**config.mk**
```make
export PLATFORM = sky130hd
export DESIGN_NAME = ds_mod1_dac
export DESIGN_NICKNAME = d
export VERILOG_FILES = /design/src/rtl/ds_mod1_dac.sv
export SDC_FILE = /design/constraint.sdc
export NUM_CORES = 1
export LEC_CHECK = 0
export CAP_MARGIN = 10
export CORE_MARGIN = 4
export CORE_UTILIZATION = 50
export CTS_CLUSTER_DIAMETER = 40
export DETAILED_ROUTE_END_ITERATION = 10
export GPL_TIMING_DRIVEN = 1
export PLACE_DENSITY = 0.75
export SLEW_MARGIN = 20
export SYNTH_ARGS = -nofsm -noshare
export SYNTH_HDL_FRONTEND = slang
export SYNTH_SLANG_ARGS = --single-unit
```
**constraint.sdc**
```tcl
create_clock -name clk -period 6.2 [get_ports clk]
set_input_delay 1.24 -clock clk [delete_from_list [all_inputs] [get_ports clk]]
set_output_delay 1.24 -clock clk [all_outputs]
set_load 0.005 [all_outputs]
```
**src/rtl/ds_mod1_dac.sv**
```systemverilog
// First-order delta-sigma modulator.
// Takes one signed W-bit sample every OSR clocks over a valid/ready handshake
// and produces a 1-bit oversampled bitstream for the analog output filter.
module ds_mod1_dac #(
    parameter int W     = 16,
    parameter int OSR   = 64,
    parameter int ACC_W = W + 2
) (
    input  logic         clk,
    input  logic         rst,
    input  logic         en,
    input  logic [W-1:0] din,
    input  logic         din_valid,
    output logic         din_ready,
    output logic         dout,
    output logic         dout_valid,
    output logic         sample_tick,
    output logic         underrun,
    output logic         ovf
);

    localparam int CNT_W = $clog2(OSR);
    localparam logic [CNT_W-1:0] CNT_LAST = CNT_W'(OSR - 1);

    // Feedback levels: +FS = 2^(W-1)-1, -FS = -(2^(W-1)) which is the bitwise inverse of +FS.
    localparam logic signed [ACC_W-1:0] FB_POS  = ACC_W'((2 ** (W - 1)) - 1);
    localparam logic signed [ACC_W-1:0] FB_NEG  = ~FB_POS;
    localparam logic signed [ACC_W-1:0] ACC_MAX = {1'b0, {(ACC_W - 1){1'b1}}};
    localparam logic signed [ACC_W-1:0] ACC_MIN = {1'b1, {(ACC_W - 1){1'b0}}};

    typedef enum logic {
        IDLE = 1'b0,
        RUN  = 1'b1
    } state_t;

    state_t                  state_reg, state_next;
    logic signed [ACC_W-1:0] acc_reg, acc_next;
    logic [CNT_W-1:0]        osr_cnt_reg, osr_cnt_next;
    logic [W-1:0]            x_reg, x_next;
    logic                    dout_reg, dout_next;
    logic                    dout_valid_reg, dout_valid_next;
    logic                    sample_tick_reg, sample_tick_next;
    logic                    underrun_reg, underrun_next;
    logic                    ovf_reg, ovf_next;
    logic                    ready_c;
    logic                    handshake;
    logic                    boundary;

    // Datapath signals
    logic signed [ACC_W-1:0] fb;
    logic signed [ACC_W-1:0] x_ext;
    logic signed [ACC_W-1:0] d;
    logic signed [ACC_W:0]   s_wide;
    logic                    sat_hi;
    logic                    sat_lo;
    logic signed [ACC_W-1:0] acc_sat;

    assign boundary  = (osr_cnt_reg == CNT_LAST);
    assign handshake = ready_c & din_valid;

    // Previous output bit selects the feedback level.
    assign fb    = dout_reg ? FB_POS : FB_NEG;
    assign x_ext = {{(ACC_W - W){x_reg[W-1]}}, x_reg};
    // Subtraction done as x + ~fb + 1 in ACC_W bits.
    assign d     = x_ext + (~fb) + ACC_W'(1);
    // One extra bit so that integrator overflow is visible before clamping.
    assign s_wide  = {acc_reg[ACC_W-1], acc_reg} + {d[ACC_W-1], d};
    assign sat_hi  = ~s_wide[ACC_W] & s_wide[ACC_W-1];
    assign sat_lo  = s_wide[ACC_W] & ~s_wide[ACC_W-1];
    assign acc_sat = sat_hi ? ACC_MAX : (sat_lo ? ACC_MIN : s_wide[ACC_W-1:0]);

    // Next-state and handshake logic for the IDLE/RUN controller and integrator.
    always_comb begin
        state_next       = state_reg;
        acc_next         = acc_reg;
        osr_cnt_next     = osr_cnt_reg;
        x_next           = x_reg;
        dout_next        = dout_reg;
        dout_valid_next  = dout_valid_reg;
        sample_tick_next = 1'b0;
        underrun_next    = underrun_reg;
        ovf_next         = ovf_reg;
        ready_c          = 1'b0;

        case (state_reg)
            IDLE: begin
                ready_c         = en;
                acc_next        = '0;
                dout_next       = 1'b0;
                dout_valid_next = 1'b0;
                osr_cnt_next    = '0;
                if (handshake) begin
                    x_next           = din;
                    sample_tick_next = 1'b1;
                    state_next       = RUN;
                end
            end
            RUN: begin
                if (!en) begin
                    // Disable drops back to IDLE; sticky flags survive.
                    state_next      = IDLE;
                    acc_next        = '0;
                    dout_next       = 1'b0;
                    dout_valid_next = 1'b0;
                    osr_cnt_next    = '0;
                end else begin
                    ready_c         = boundary;
                    acc_next        = acc_sat;
                    dout_next       = ~s_wide[ACC_W];
                    dout_valid_next = 1'b1;
                    if (sat_hi || sat_lo) begin
                        ovf_next = 1'b1;
                    end
                    if (boundary) begin
                        osr_cnt_next = '0;
                        if (handshake) begin
                            x_next           = din;
                            sample_tick_next = 1'b1;
                        end else begin
                            // Keep modulating the previous sample.
                            underrun_next = 1'b1;
                        end
                    end else begin
                        osr_cnt_next = osr_cnt_reg + CNT_W'(1);
                    end
                end
            end
            default: begin
                state_next = IDLE;
            end
        endcase
    end

    // State and datapath registers, cleared asynchronously by rst.
    always_ff @(posedge clk or posedge rst) begin
        if (rst) begin
            state_reg       <= IDLE;
            acc_reg         <= '0;
            osr_cnt_reg     <= '0;
            x_reg           <= '0;
            dout_reg        <= 1'b0;
            dout_valid_reg  <= 1'b0;
            sample_tick_reg <= 1'b0;
            underrun_reg    <= 1'b0;
            ovf_reg         <= 1'b0;
        end else begin
            state_reg       <= state_next;
            acc_reg         <= acc_next;
            osr_cnt_reg     <= osr_cnt_next;
            x_reg           <= x_next;
            dout_reg        <= dout_next;
            dout_valid_reg  <= dout_valid_next;
            sample_tick_reg <= sample_tick_next;
            underrun_reg    <= underrun_next;
            ovf_reg         <= ovf_next;
        end
    end

    // No sample is offered as accepted while reset is held.
    assign din_ready   = ready_c & ~rst;
    assign dout        = dout_reg;
    assign dout_valid  = dout_valid_reg;
    assign sample_tick = sample_tick_reg;
    assign underrun    = underrun_reg;
    assign ovf         = ovf_reg;

endmodule

```
==> results by group <==
Critical path
  – CP Capture Type: flop
  – Worst r2r src: dout
  – Worst R2R Setup Slack: 1.01 ns
  – Startpoint class of the critical path: flop
  – Delay of the slowest cell on the worst path: 0.50 ns
  – Slowest CP cell: or4_1
  – Buf/Inv on CP: 3
  – Critical path depth: 20
  – Reg2reg end: acc_reg[15]
  – Worst EP arrival: 5.43 ns
  – Worst EP required: 6.44 ns
  – Reg2reg path depth: 20
  – CP top delay family: compound AO/OA/AOI/OAI gates
  – Crit-path max FO: 15
  – Worst-path cell chain: inv_1, ha_1, nor2b_1, o21ai_0, a21boi_0, o21ai_0, o21ai_0, xnor2_1, ha_1, nand2_1, a211oi_2, a21boi_2, or4_1, a41oi_2, inv_2, ha_1, clkinv_1, nand2_1, o311a_1, nand3_1
  – WS Path Type: flop to flop

GRT
  – Initial antenna violation count: 0
  – First-pass GRT wire length: 12.44 mm
  – Gr usage total: 18.39%
  – Vias in the first global route: 2662
  – Total gr overflow: 0
  – Largest net degree at the start of global routing: 48

STA
  – Unrepaired setup endpoints after global routing: false
  – Max Slew Vio Count: 0
  – Fin. Hold Viols: 0
  – Fmax: 0.1929 GHz
  – Slew margin rel.: 38.92%
  – Fin worst setup slack: 1.015 ns
  – Smallest hold slack: 0.4663 ns
  – Slew @ Worst Pin: 0.9136 ns
  – TNS Setup: 0 ns
  – Fin crit share: 83.63%
  – Skew final: 0.005798 ns
  – Setup violators final: 0
  – Min Tclk post-route: 5.185 ns

Power and ir drop
  – Comb pwr share: 64.2%
  – Clock share of power: 12.0%
  – Switch share: 45.77%
  – Internal Power: 0.0008798 W
  – Reg power frac: 23.8%
  – Switch Pwr: 0.0007426 W
  – Total leakage power: 1.735 nW
  – Worst VDD drop: 0.1965 mV
  – PwrDens: 426.4 mW/mm^2

Synthesis
  – Top area cells in the synthesized netlist: dfrtp_1 (34%), ha_1 (14%), mux2_2 (5.3%), a21oi_1 (4.7%), xor2_1 (3.9%)
  – Number of flops mapped to enable cells by yosys: 0
  – Post-synthesis cell area: 0.003400 sq mm
  – Synth async-reset ratio: 100.0%
  – Post-Syn Area per Cell: 9.496 sq um
  – Leading area contributor after synthesis: dfrtp_1
  – Post-synth top area share: 33.86%
  – #FFs+latches synth: 46
  – Syn. warnings: 0
  – Sequential element share of the synthesized area: 33.86%
  – Cell variety after synth: 57
  – Syn Nets: 419
  – Top_reg_cell synth: dfrtp_1
  – Post-Synthesis Cells: 358

Clock tree
  – Setup bufs post-CTS: 0
  – Number of CTS-inserted buffers: 5
  – Clock-pin slew on the worst setup and hold paths: 0.09 ns
  – Sink Count: 46
  – CTS resizes: 0
  – Hold_buf cts: 0
  – Clock buffer depth: 2
  – CTS root buf: clkbuf_8
  – Htree depth: 2
  – Clock Latency Late Sink: 0.30 ns
  – TritonCTS clock tree: done

Hold path
  – Min-delay src: osr_cnt_reg[0]
  – Hold path cells: 1
  – Endpoint, Worst Hold: osr_cnt_reg[0]
  – Hold WC Path Type: flop to flop

Routing
  – First-pass DRT Iterations: 4
  – Routed vias/inst: 5.856
  – DRC violations left: 0
  – Starting DRC count in detailed routing: 128
  – Antenna-violating nets left: 0
  – Routed WL per cell: 15.45 um
  – DRT Wirelength: 7.167 mm
  – Via count: 2717

Die
  – FP Rows: 29
  – Die Ht: 90.46 um
  – Initial Util: 52.63%
  – Die width: 90.46 um
  – Area of the core: 0.006459 sq mm
  – DIE AREA: 0.008182 sq mm
  – Top Ports: 26

Layout
  – Antenna diodes: 0
  – Syn-to-layout area delta: 11.92%
  – Nets: 447
  – Post-layout util: 58.91%
  – Share of layout cells above drive strength 1: 9.302%
  – Largest register FFs: 18

Outcome
  – Status: completed

Place
  – Hpwl dp: 5.489 mm
  – Post-Place Worst Slack: 1.040 ns
  – Port buffer count: 25
  – GPL Wtd Cong: 0.9676

Job
  – MaxCap Viol Count: 0
==> cell families (layout without fill, tap and decap cells) <==
family,after synthesis,count (layout),synth area share (%)
and+or+nand+nor,92,92,12.92
DFF,46,46,33.86
muxes,16,16,5.300
xor gates and xnor gates,28,28,7.214
buffers and inverters,24,53,3.275
AOI/OAI and AO/OA,111,111,21.90
adders and majority gates,41,41,15.53
==> cell usage after synthesis (2+ instances only) <==
library cell and instances:
ha_1 39, a21o_1 9, o21a_1 9, dfrtp_1 46, inv_1 17, nor2b_1 3
a31oi_1 6, and2_1 2, nor3_1 6, nand3_1 9, o21ai_0 21, o21bai_1 3
o211ai_1 4, a21boi_0 2, o31ai_1 4, a211oi_1 2, nand2_1 26, nand4_1 4
o2111ai_1 2, nor2_1 26, and3_1 4, nand2b_1 2, a211o_1 3, or3_1 3
mux2_2 16, xor2_1 15, a21oi_1 32, xnor2_1 13, fa_1 2
==> how the worst max path moves through the flow <==
stage / start / endpoint / slack [ns]
2_1_floorplan: dout / acc_reg[15] / 1.78
3_3_place_gp: dout / acc_reg[15] / 1.31
3_5_place_dp: dout / acc_reg[15] / 1.04
4_1_cts: dout / acc_reg[15] / 0.99
5_1_grt: dout / acc_reg[15] / 0.42
6_report: dout / acc_reg[15] / 1.01
==> power by group through the flow <==
stage / sequential [W] / combinational [W] / clock, W
detailed placement: 0.000393 / 0.00102 / 0
global placement: 0.000391 / 0.00101 / 0
CTS: 0.000387 / 0.00103 / 0.000200
floorplan: 0.000385 / 0.000825 / 0
finish: 0.000386 / 0.00104 / 0.000195
global route: 0.000393 / 0.00117 / 0.000212
==> stage by stage <==
stage	cells	total power (W)	cell area, sq um
global route	464	0.001774	3805
floorplan	358	0.001209	3400
global placement	456	0.001396	3714
detailed placement	456	0.001416	3714
CTS	464	0.001617	3805
finish	464	0.001622	3805
==> routing by layer <==
metal,wire (um),part of all wire (%),vias to the layer above,GRT usage [%]
met5,0,0,-,0
met4,99,1.4,0,5.230
met3,289,4.0,10,3.667
met2,3260,45,62,28.62
met1,3517,49,1283,25.90
li1,-,-,1362,-
==> final cells by class <==
type,count,area (sq um)
multi-input combinational,288,2137
sequential,46,1151
clock buffer,7,86.33
inverter,19,71.32
timing repair buffer,26,257.7
tap,77,96.34
fill,575,2654
clock inverter,1,5.005
==> cell usage in the layout (no fill, tap or decap), types with 4 or more instances in the layout <==
master           Yosys  layout
ha_1                39      39
o21a_1               9       9
nand2_1             26      26
o211ai_1             4       4
a21oi_1             32      32
nand4_1              4       4
a21o_1               9       9
xor2_1              15      15
clkbuf_8             0       6
xnor2_1             13      13
inv_1               17      16
a31oi_1              6       6
dfrtp_1             46      46
nor3_1               6       6
o21ai_0             21      21
nand3_1              9       9
mux2_2              16      16
nor2_1              26      26
o31ai_1              4       4
and3_1               4       4
clkdlybuf4s50_1      0      25
No activity file was read; power rests on OpenSTA's default activity.
